### src/rtl/mul_accumulator.sv
`default_nettype none
// ============================================================================
//  Module      : mul_accumulator
//  Description : MAC back end. It accumulates a programmed number of signed
//                2*WIDTH-bit products into an ACC_W-bit running sum. Products
//                arrive on a valid/ready stream, and each job produces one
//                result beat on a valid/ready output.
//  Config macro: ACC_SATURATE_EN
//                  defined   -> the sum clamps to the signed ACC_W limits on
//                               overflow
//                  undefined -> two's-complement wrap modulo 2^ACC_W
//                The sticky overflow flag behaves the same in both builds.
//  Ports       :
//    clk        in   1        clock, rising edge
//    rst_n      in   1        asynchronous active-low reset
//    start      in   1        begin a job (sampled only in IDLE)
//    count      in   CNT_W    products in the job, latched on start
//    in_prod    in   2*WIDTH  two's-complement product
//    in_valid   in   1        in_prod valid
//    in_ready   out  1        accumulator accepts in_prod (ACCUM state)
//    acc_out    out  ACC_W    registered signed accumulator value
//    out_valid  out  1        acc_out holds the final job result
//    out_ready  in   1        downstream accepts the result
//    busy       out  1        state != IDLE
//    overflow   out  1        sticky signed overflow for the current job
//  Revision    : 1.0  initial release
// ============================================================================
module mul_accumulator #(
  parameter int WIDTH = 6,
  parameter int ACC_W = 16,
  parameter int CNT_W = 8
) (
  input  logic                 clk,
  input  logic                 rst_n,
  input  logic                 start,
  input  logic [CNT_W-1:0]     count,
  input  logic [2*WIDTH-1:0]   in_prod,
  input  logic                 in_valid,
  output logic                 in_ready,
  output logic [ACC_W-1:0]     acc_out,
  output logic                 out_valid,
  input  logic                 out_ready,
  output logic                 busy,
  output logic                 overflow
);

  localparam int PROD_W = 2 * WIDTH;

  typedef enum logic [1:0] {
    S_IDLE  = 2'd0,
    S_ACCUM = 2'd1,
    S_DONE  = 2'd2
  } state_t;

  state_t             state_q,     state_d;
  logic [ACC_W-1:0]   acc_q,       acc_d;
  logic [CNT_W-1:0]   remaining_q, remaining_d;
  logic               overflow_q,  overflow_d;

  // The sum is formed one bit wider than the accumulator. The top two bits
  // then show whether the true signed result is outside the ACC_W range.
  logic [ACC_W:0]     prod_ext;
  logic [ACC_W:0]     sum_wide;
  logic               sum_ovf;
  logic [ACC_W-1:0]   sum_next;
  logic               xfer;

  assign prod_ext = {{(ACC_W + 1 - PROD_W){in_prod[PROD_W-1]}}, in_prod};
  assign sum_wide = {acc_q[ACC_W-1], acc_q} + prod_ext;
  assign sum_ovf  = sum_wide[ACC_W] ^ sum_wide[ACC_W-1];

`ifdef ACC_SATURATE_EN
  // The true sign (the extra MSB) selects which limit to clamp to. A clamped
  // value stays clamped until an add of the opposite sign pulls it back.
  always_comb begin
    sum_next = sum_wide[ACC_W-1:0];
    if (sum_ovf) begin
      if (sum_wide[ACC_W]) begin
        sum_next = {1'b1, {(ACC_W-1){1'b0}}};
      end else begin
        sum_next = {1'b0, {(ACC_W-1){1'b1}}};
      end
    end
  end
`else
  assign sum_next = sum_wide[ACC_W-1:0];
`endif

  // in_ready is decoded from state only, so it has no path from in_valid.
  assign xfer = (state_q == S_ACCUM) & in_valid;

  always_comb begin
    state_d     = state_q;
    acc_d       = acc_q;
    remaining_d = remaining_q;
    overflow_d  = overflow_q;
    case (state_q)
      S_IDLE: begin
        if (start) begin
          acc_d       = '0;
          overflow_d  = 1'b0;
          remaining_d = count;
          state_d     = (count == '0) ? S_DONE : S_ACCUM;
        end
      end
      S_ACCUM: begin
        if (xfer) begin
          acc_d       = sum_next;
          overflow_d  = overflow_q | sum_ovf;
          remaining_d = remaining_q - CNT_W'(1);
          if (remaining_q == CNT_W'(1)) begin
            state_d = S_DONE;
          end
        end
      end
      S_DONE: begin
        // The result stays frozen until it is taken. start is ignored here.
        if (out_ready) begin
          state_d = S_IDLE;
        end
      end
      default: begin
        state_d = S_IDLE;
      end
    endcase
  end

  always_ff @(posedge clk or negedge rst_n) begin
    if (!rst_n) begin
      state_q     <= S_IDLE;
      acc_q       <= '0;
      remaining_q <= '0;
      overflow_q  <= 1'b0;
    end else begin
      state_q     <= state_d;
      acc_q       <= acc_d;
      remaining_q <= remaining_d;
      overflow_q  <= overflow_d;
    end
  end

  assign in_ready  = (state_q == S_ACCUM);
  assign out_valid = (state_q == S_DONE);
  assign busy      = (state_q != S_IDLE);
  assign acc_out   = acc_q;
  assign overflow  = overflow_q;

endmodule
`default_nettype wire
### config.mk
export PLATFORM = sky130hd
export DESIGN_NAME = mul_accumulator
export DESIGN_NICKNAME = d
export VERILOG_FILES = /design/src/rtl/mul_accumulator.sv
export SDC_FILE = /design/constraint.sdc
export NUM_CORES = 1
export LEC_CHECK = 0
export ABC_AREA = 1
export BUFFER_PORTS_ARGS = -buffer_cell sky130_fd_sc_hd__buf_2
export CAP_MARGIN = 20
export CORE_ASPECT_RATIO = 1.5
export CORE_MARGIN = 3
export CORE_UTILIZATION = 50
export DETAILED_ROUTE_END_ITERATION = 8
export PLACE_DENSITY = 0.77
export SETUP_SLACK_MARGIN = 0.15
export SYNTH_ARGS = -nofsm -noshare
export SYNTH_HDL_FRONTEND = slang
export SYNTH_SLANG_ARGS = --single-unit
### constraint.sdc
create_clock -name clk -period 2 [get_ports clk]
set_clock_uncertainty 0.2 [all_clocks]
set_input_delay 0.4 -clock clk [delete_from_list [all_inputs] [get_ports clk]]
set_output_delay 0.4 -clock clk [all_outputs]
set_load 0.05 [all_outputs]
==> results.ini, run 1 <==
[place]
detailed_place_hpwl_mm=4.36
gp_congestion=0.936
port_buffers=44

[floorplanning]
die_area_mm2=0.00523
rows=28
num_io_pins=45
fp.dieW_um=60.1
start_util_pct=53.5
coreArea_mm2=0.00410
die_h_um=87.1

[cells_and_area]
layout.nets=420
post-route-util_pct=73.0
drive_above_1_share_pct=39.2
num_antenna_cells=0
fillers=346
area_growth_pct=36.6

[logic_synthesis]
async_flop_share_pct=100
ys_seq_area_share_pct=30.8
synth_edf_count=0
ys_types=37
synth_cells=315
syn-num-nets=359
synth_adder_area_share_pct=11.2
synth_area_mm2=0.00219
synth_area_leaders=dfrtp_1, nand2_1, ha_1
synth-xor-area-share_pct=2.00
muxShareOfSynthArea_pct=0
synth_compound_area_share_pct=15.4
synth_top_family_by_area=simple AND/OR/NAND/NOR gates
yosysMostFrequentCell=nand2_1
synth_common_cells=nand2_1, inv_1, dfrtp_1
yosys_warnings=0
synth_simple_gate_area_share_pct=31.7
synth_flop_cell=dfrtp_1
synth.top_cell.area_share_pct=30.8
synth.avg_cell_area_um2=6.96
ys_ff_latch=27
yosys.area.top_type=dfrtp_1

[worst_setup_path]
cp_common_cell=o21ai_1
cp_cell_sequence=ha_4 -> fa_2 -> nand2_2 -> nand2_4 -> nand3_4 -> buf_4 -> a21oi_2 -> o21ai_1 -> nand2_1 -> o21ai_1
path_depth=10
crit_fanout=3
start_kind=flop
cp_top_family=adder cells
r2r.worst_path.cells=10
cpPeakStageDelay_ns=0.44
critPathCaptureType=flop
critical_path_arrival_ns=2.00
path_buf_inv=1
cpMaxStageDelayCell=dfrtp_2
critPathKind=flop to flop
required_ns=2.00

[sta]
fin_setup_tns_ns=-0.00763
setup_viol=1
period_share_pct=100
finalWorstPathRequiredPeriod_ns=2.01
max_freq_mhz=498
rsz0062_at_grt=yes
timing.hold.ws_ns=0.196
report.final.hold_viol_count=0
worst_slack_ns=-0.00763
final-max-slew-violation-count=0
slew_headroom_pct=57.7
tightest_slew_ns=0.635

[route]
drt_first_pass_iters=4
drt-initial-drc-count=66
wl_per_cell_um=14.2
viasPerCell=5.45
wl_mm=5.95
drcViolationCount=0
ant_nets=0
via_count=2290

[cts]
path_clk_slew_ns=0.10
cts_root_buffer=clkbuf_8
cts_buffers=3
clk_latency_ns=0.27
htree_num_levels=1
cts_sinks=27
cts_tree=done
cts_buffer_depth=2

[flow_run]
cap_violations=0

[pwr]
pwr-share-comb_pct=71.0
fin_total_pwr_w=0.00470
switching_share_pct=54.2
power.density_mw_per_mm2=1570
p_sw_w=0.00255
power_frac_seq_pct=22.2
max-vdd-ir-drop_mv=1.22
p_clk_share_pct=6.8
leakage_nw=1.49
internal_power_w=0.00215

[global_routing]
grtUsageTotal_pct=23.5
overflow=0
grt_max_degree=28
grt_first_pass_wirelength_mm=9.67
antenna_found_initial=0
grt_pass1_vias=2337

[worst_hold_path]
holdCritPathClass=input port to flop
hold_depth=3

[outcome]
status=finished with violations
failed_checks=negative setup slack

==> per-stage QoR <==
stage          area (µm²)  instances  worst slack, ns
2_1_floorplan        2230        315           0.0494
3_3_place_gp         2540        408          -0.0240
3_5_place_dp         2540        408          -0.0457
4_1_cts              2720        416           0.0574
5_1_grt              2990        420          -0.0793
6_report             2990        420         -0.00763
==> path summary, 6_finish.rpt <==
path,startpoint,endpoint,slack (ns)
worst min register to register,overflow,overflow,0.34
worst min-delay path,count[1],remaining_q[1],0.20
worst max register to register,acc_out[0],acc_out[12],-0.008
worst max-delay path,acc_out[0],acc_out[12],-0.008
min in group asynchronous,rst_n,acc_out[9],0.47
max in group asynchronous,rst_n,acc_out[8],0.67
==> placed cells by master (no fill, tap or decap), types with 7 or more instances in the layout <==
cell type / synthesis / final
a21oi_1: 23 / 15
a21oi_2: 2 / 7
buf_2: 1 / 43
buf_4: 1 / 16
dfrtp_1: 27 / 13
dfrtp_2: 0 / 14
ha_4: 0 / 14
inv_1: 39 / 37
nand2_1: 101 / 81
nand2_2: 3 / 19
nand2_4: 3 / 7
nand3_1: 9 / 7
nor2_1: 23 / 18
o21ai_0: 21 / 16
o21ai_1: 2 / 7
==> cell families (layout without fill, tap and decap cells) <==
family	count (synthesis)	in the layout
AO/OA/AOI/OAI	59	59
XOR/XNOR	5	5
flip-flops	27	27
adder cells (fa/ha/maj)	19	19
AND/OR/NAND/NOR	159	159
buffers and inverters	46	106
==> state kept, by name (all words and copies together), names as in the netlist <==
register	count
acc_out	16
overflow	1
state_q	2
remaining_q	8
==> metal layers <==
layer / vias up / routed length, µm / track usage, % / share of wire [%]
met5: - / 0 / 0 / 0
met4: 0 / 108 / 10.1 / 1.8
li1: 1151 / - / - / -
met3: 10 / 205 / 1.63 / 3.4
met2: 58 / 3350 / 44.3 / 56
met1: 1071 / 2280 / 25.6 / 38
==> layout make-up <==
cell class	instances	area (µm²)	share of cell area (%)
well taps	45	56.3	1.88
flip-flops and latches	27	693	23.2
repair buffers	60	345	11.5
inverters	42	163	5.43
multi-input cells	242	1690	56.5
clock buffers	4	45.0	1.50
==> worst min-delay path: stages <==
cell,delay [ns]
buf_2,0.09
o211ai_1,0.08
o21ai_0,0.07
==> power groups by stage <==
| stage | logic [W] | registers [W] | clock network [W] |
|---|---|---|---|
| after floorplan | 0.00171 | 0.00143 | 0 |
| after global placement | 0.00273 | 0.00100 | 0 |
| after detailed placement | 0.00278 | 0.00100 | 0 |
| after CTS | 0.00293 | 0.00101 | 0.000325 |
| after global routing | 0.00369 | 0.00108 | 0.000341 |
| final | 0.00334 | 0.00104 | 0.000320 |
==> what timing repair did <==
action	CTS	global route
pin swaps	6	14
setup endpoints to repair	9	20
setup buffers	3	4
hold buffers	1	0
gates resized for setup	16	53
endpoints found under the hold margin	27	0
Power figures use the tool's default switching activity.
==> run 2: changes to the inputs <==
- SETUP_SLACK_MARGIN: 0.15 -> default
==> run 2 against run 1 <==
  * The flow now finishes without violations
  * Maximum frequency grew 1.7%
  * Register-to-register slack gained 0.03 ns
  * Combinational power shrank 9.0%
  * Count of clock-buffer cells in the layout is the same
  * Sequential power shrank 4%
  * First-iteration DRC count grew 67%
  * Critical path depth is the same
  * Cell area shrank 7.5%
  * Hold slack lost 0.0066 ns
  * Via count shrank 1.7%
  * Non-clock buffer count shrank 7
  * Utilization shrank 5.5 points
==> results.ini, run 2 (synthesis results as in run 1) <==
[place]
place_ws_ns=-0.0301
dp.cells=406
gp_congestion=0.914
port_buffers=44
place_area_mm2=0.00251
detailed_place_hpwl_mm=4.22

[global_routing]
antenna_found_initial=0
grt_max_degree=28
grt_first_pass_wirelength_mm=9.04
overflow=0
grt_pass1_vias=2147
grtUsageTotal_pct=22.4

[route]
wl_per_cell_um=13.8
wl_mm=5.72
via_count=2252
ant_nets=0
drt-initial-drc-count=110
drt_first_pass_iters=4
drcViolationCount=0
viasPerCell=5.45

[pwr]
fin_total_pwr_w=0.00437
power.density_mw_per_mm2=1580
leakage_nw=1.44
max-vdd-ir-drop_mv=1.06

[cells_and_area]
largest_reg_flops=16
instances_no_fill=413
fin_area_mm2=0.00277
mostFrequentLayoutCells=nand2_1, buf_2, inv_1
area_growth_pct=26.3
regArea_um2=682
num_antenna_cells=0
fillers=364
final_common_cell=nand2_1
multi_input_area_mm2=0.00153
layout.nets=413
drive_above_1_share_pct=28.8

[cts]
cts_buffer_depth=2
cts_tree=done
path_clk_slew_ns=0.10
clk_latency_ns=0.28
cts_root_buffer=clkbuf_8
htree_num_levels=1
cts_buffers=3
cts_sinks=27

[sta]
timing.hold.ws_ns=0.190
final-max-slew-violation-count=0
slew_headroom_pct=57.6
period_share_pct=98.7
worst_slack_ns=0.0259
finalWorstPathRequiredPeriod_ns=1.97
tightest_slew_ns=0.636
setup_viol=0
max_freq_mhz=507
report.final.hold_viol_count=0
rsz0062_at_grt=yes

[worst_hold_path]
hold_depth=3
worstHoldEndpoint=state_q[0]
holdCritPathClass=input port to flop
min-delay-start=start

[worst_setup_path]
required_ns=1.98
crit_fanout=6
critical_path_arrival_ns=1.95
critPathKind=flop to flop
start_kind=flop
worst-r2r-setup-slack_ns=0.03
rr_startpoint=acc_out[5]
critPathCaptureType=flop
r2r.worst_path.cells=10
rr_endpoint=acc_out[15]

[outcome]
status=complete, no violations

[floorplanning]
num_io_pins=45
start_util_pct=53.5
die_area_mm2=0.00523
die_h_um=87.1
rows=28
fp.dieW_um=60.1
coreArea_mm2=0.00410

[flow_run]
cap_violations=0

-- run 2: cell count changes in the layout (fill, tap and decap cells not counted), sizes merged --
cell	before	now
clkbuf	4	5
buf	59	51
-- run 2: per-layer routing --
metal	up-vias	GRT usage, %	share of wire [%]
met5	-	0	0
li1	1127	-	-
met1	1036	25.0	39
met4	0	10.7	4.5
met2	65	40.7	53
met3	24	2.23	3.1
-- run 2: final cells by class --
class | count | share of cell area (%)
multi-input combinational | 242 | 55.3
inverter | 42 | 5.87
tap | 45 | 2.03
sequential | 27 | 24.6
clock buffer | 4 | 1.63
timing repair buffer | 53 | 10.6
-- run 2: worst max-delay path by stage --
stage / slack [ns] / endpoint / start / depth (start not counted)
after floorplan: 0.0009 / acc_out[14] / acc_out[3] / 8
after global placement: -0.04 / acc_out[14] / in_prod[7] / 10
after detailed placement: -0.03 / overflow / in_prod[0] / 12
after CTS: 0.03 / overflow / acc_out[0] / 11
after global routing: -0.05 / acc_out[15] / acc_out[5] / 10
final: 0.03 / acc_out[15] / acc_out[5] / 10
-- run 2: worst max-delay path: stages, from the launching register on --
cell,delay (ns)
dfrtp_1,0.42
ha_2,0.39
nand2_2,0.09
nor2_1,0.17
nand2_2,0.09
nand2_2,0.11
nand2_1,0.07
nand2_1,0.11
a21oi_1,0.07
o21ai_0,0.07
nand2_1,0.06
-- run 2: power by group --
group / leakage, nW / switching, W / internal (W) / total (W)
combinational: 1.08 / 0.00201 / 0.00103 / 0.00304
clock: 0.0228 / 0.000181 / 0.000143 / 0.000324
sequential: 0.334 / 0.000213 / 0.000790 / 0.00100
-- run 2: timing repair --
item                       in CTS  in global routing
hold buffers                    1                  0
setup buffers                   0                  2
resized for setup               0                 39
setup endpoints to repair       0                 10
hold endpoints to repair       27                  0
-- run 2: per-stage QoR --
step	TNS, ns	util [%]
2_1_floorplan	0	-
3_3_place_gp	-0.0396	61.2
3_5_place_dp	-0.0945	61.2
4_1_cts	0	62.5
5_1_grt	-0.186	67.6
6_report	0	67.6
==> run 3: changes to the inputs <==
- RECOVER_POWER: default -> 100
==> run 3 against run 2 <==
  * Die area did not move
  * Sequential share of layout area rose by 0.24 points
  * Sequential power barely moved
  * Global-route usage did not move
  * Cell area fell by 0.95%
  * First-iteration DRC count fell by 6.4%
  * Setup slack got worse by 0.0045 ns
  * Critical path type unchanged
  * Largest cell class unchanged
  * Largest power group unchanged
  * Highest routed layer unchanged
==> results.ini, run 3 (synthesis results as in run 1) <==
[outcome]
status=complete, no violations

[pwr]
max-vdd-ir-drop_mv=1.04
pwr-share-comb_pct=69.2
p_clk_share_pct=7.5
leakage_nw=1.38
p_sw_w=0.00241
internal_power_w=0.00192
switching_share_pct=55.6
power_frac_seq_pct=23.3
power.density_mw_per_mm2=1580

[cts]
clk_latency_ns=0.28
cts_tree=done
cts_sinks=27
cts_buffer_depth=2
cts_buffers=3
path_clk_slew_ns=0.10
htree_num_levels=1
cts_root_buffer=clkbuf_8

[sta]
tightest_slew_ns=0.706
rsz0062_at_grt=yes
setup_viol=0
period_share_pct=98.9
finalWorstPathRequiredPeriod_ns=1.98
worst_slack_ns=0.0214
slew_headroom_pct=52.9
fin_setup_tns_ns=0
final-max-slew-violation-count=0
max_freq_mhz=505
report.final.hold_viol_count=0

[cells_and_area]
regArea_um2=682
instances_no_fill=413
fillers=379
multi_input_area_mm2=0.00153
drive_above_1_share_pct=24.5
layout.nets=413
area_growth_pct=25.1
largest_reg_flops=16
mostFrequentLayoutCells=nand2_1, inv_1, buf_2
num_antenna_cells=0
final_common_cell=nand2_1

[place]
gp_congestion=0.914
dp.cells=406
port_buffers=44
place_ws_ns=-0.0301
detailed_place_hpwl_mm=4.22

[global_routing]
antenna_found_initial=0
overflow=0
grt_pass1_vias=2147
grt_first_pass_wirelength_mm=9.04
grt_max_degree=28
grtUsageTotal_pct=22.4

[worst_hold_path]
holdCritPathClass=input port to flop

[route]
ant_nets=0
drt_first_pass_iters=5
via_count=2265
drcViolationCount=0
wl_mm=5.73
viasPerCell=5.48
wl_per_cell_um=13.9
drt-initial-drc-count=103

[floorplanning]
coreArea_mm2=0.00410
start_util_pct=53.5
num_io_pins=45
fp.dieW_um=60.1
rows=28
die_area_mm2=0.00523
die_h_um=87.1

[worst_setup_path]
critPathCaptureType=flop
crit_fanout=6
required_ns=1.98
start_kind=flop
critical_path_arrival_ns=1.95
critPathKind=flop to flop

[flow_run]
cap_violations=0

## run 3: cell type report
| class | count | area share, % |
|---|---|---|
| clock buffer | 4 | 1.64 |
| timing repair buffer | 53 | 9.99 |
| sequential | 27 | 24.9 |
| multi-input combinational | 242 | 55.6 |
| inverter | 42 | 5.84 |
| tap | 45 | 2.05 |
## run 3: power groups by stage
stage	combinational [W]	clock, W	sequential [W]
2_1_floorplan	0.00170	0	0.00141
3_3_place_gp	0.00270	0	0.000984
3_5_place_dp	0.00274	0	0.000988
4_1_cts	0.00275	0.000334	0.000980
5_1_grt	0.00332	0.000348	0.00105
6_report	0.00300	0.000326	0.00101
## run 3: worst max-delay path: stages, from the launching register on
cell	delay (ns)
dfrtp_1	0.42
ha_2	0.39
nand2_2	0.09
nor2_1	0.17
nand2_2	0.09
nand2_2	0.12
nand2_1	0.07
nand2_1	0.11
a21oi_1	0.07
o21ai_0	0.07
nand2_1	0.06
## run 3: final timing paths
kind | start | endpoint | slack, ns | cells after the start
min reg2reg | acc_out[15] | acc_out[15] | 0.32 | 2
min | start | state_q[0] | 0.19 | 3
max | acc_out[5] | acc_out[15] | 0.02 | 10
min in group asynchronous | rst_n | acc_out[13] | 0.49 | 2
max reg2reg | acc_out[5] | acc_out[15] | 0.02 | 10
max in group asynchronous | rst_n | acc_out[0] | 0.61 | 2
## run 3: per-stage QoR
stage               util (%)  power [W]  instance area, µm²  hold WS (ns)
finish                  66.9    0.00433                2740         0.189
global route            66.9    0.00471                2740         0.222
CTS                     62.5    0.00407                2560         0.191
detailed placement      61.2    0.00373                2510         0.257
global placement        61.2    0.00368                2510         0.260
floorplan                  -    0.00311                2220       -0.0956
## run 3: routing by layer
metal	GRT usage, %	part of all wire (%)
met5	0	0
met4	10.7	4.3
met3	2.23	4.0
met2	40.7	53
met1	25.0	38
## run 3: what timing repair did
item	4_1_cts	5_1_grt
resized for setup	0	39
buffers inserted	0	2
hold buffers	1	0
hold endpoints to repair	27	0
endpoints found under the setup margin	0	10
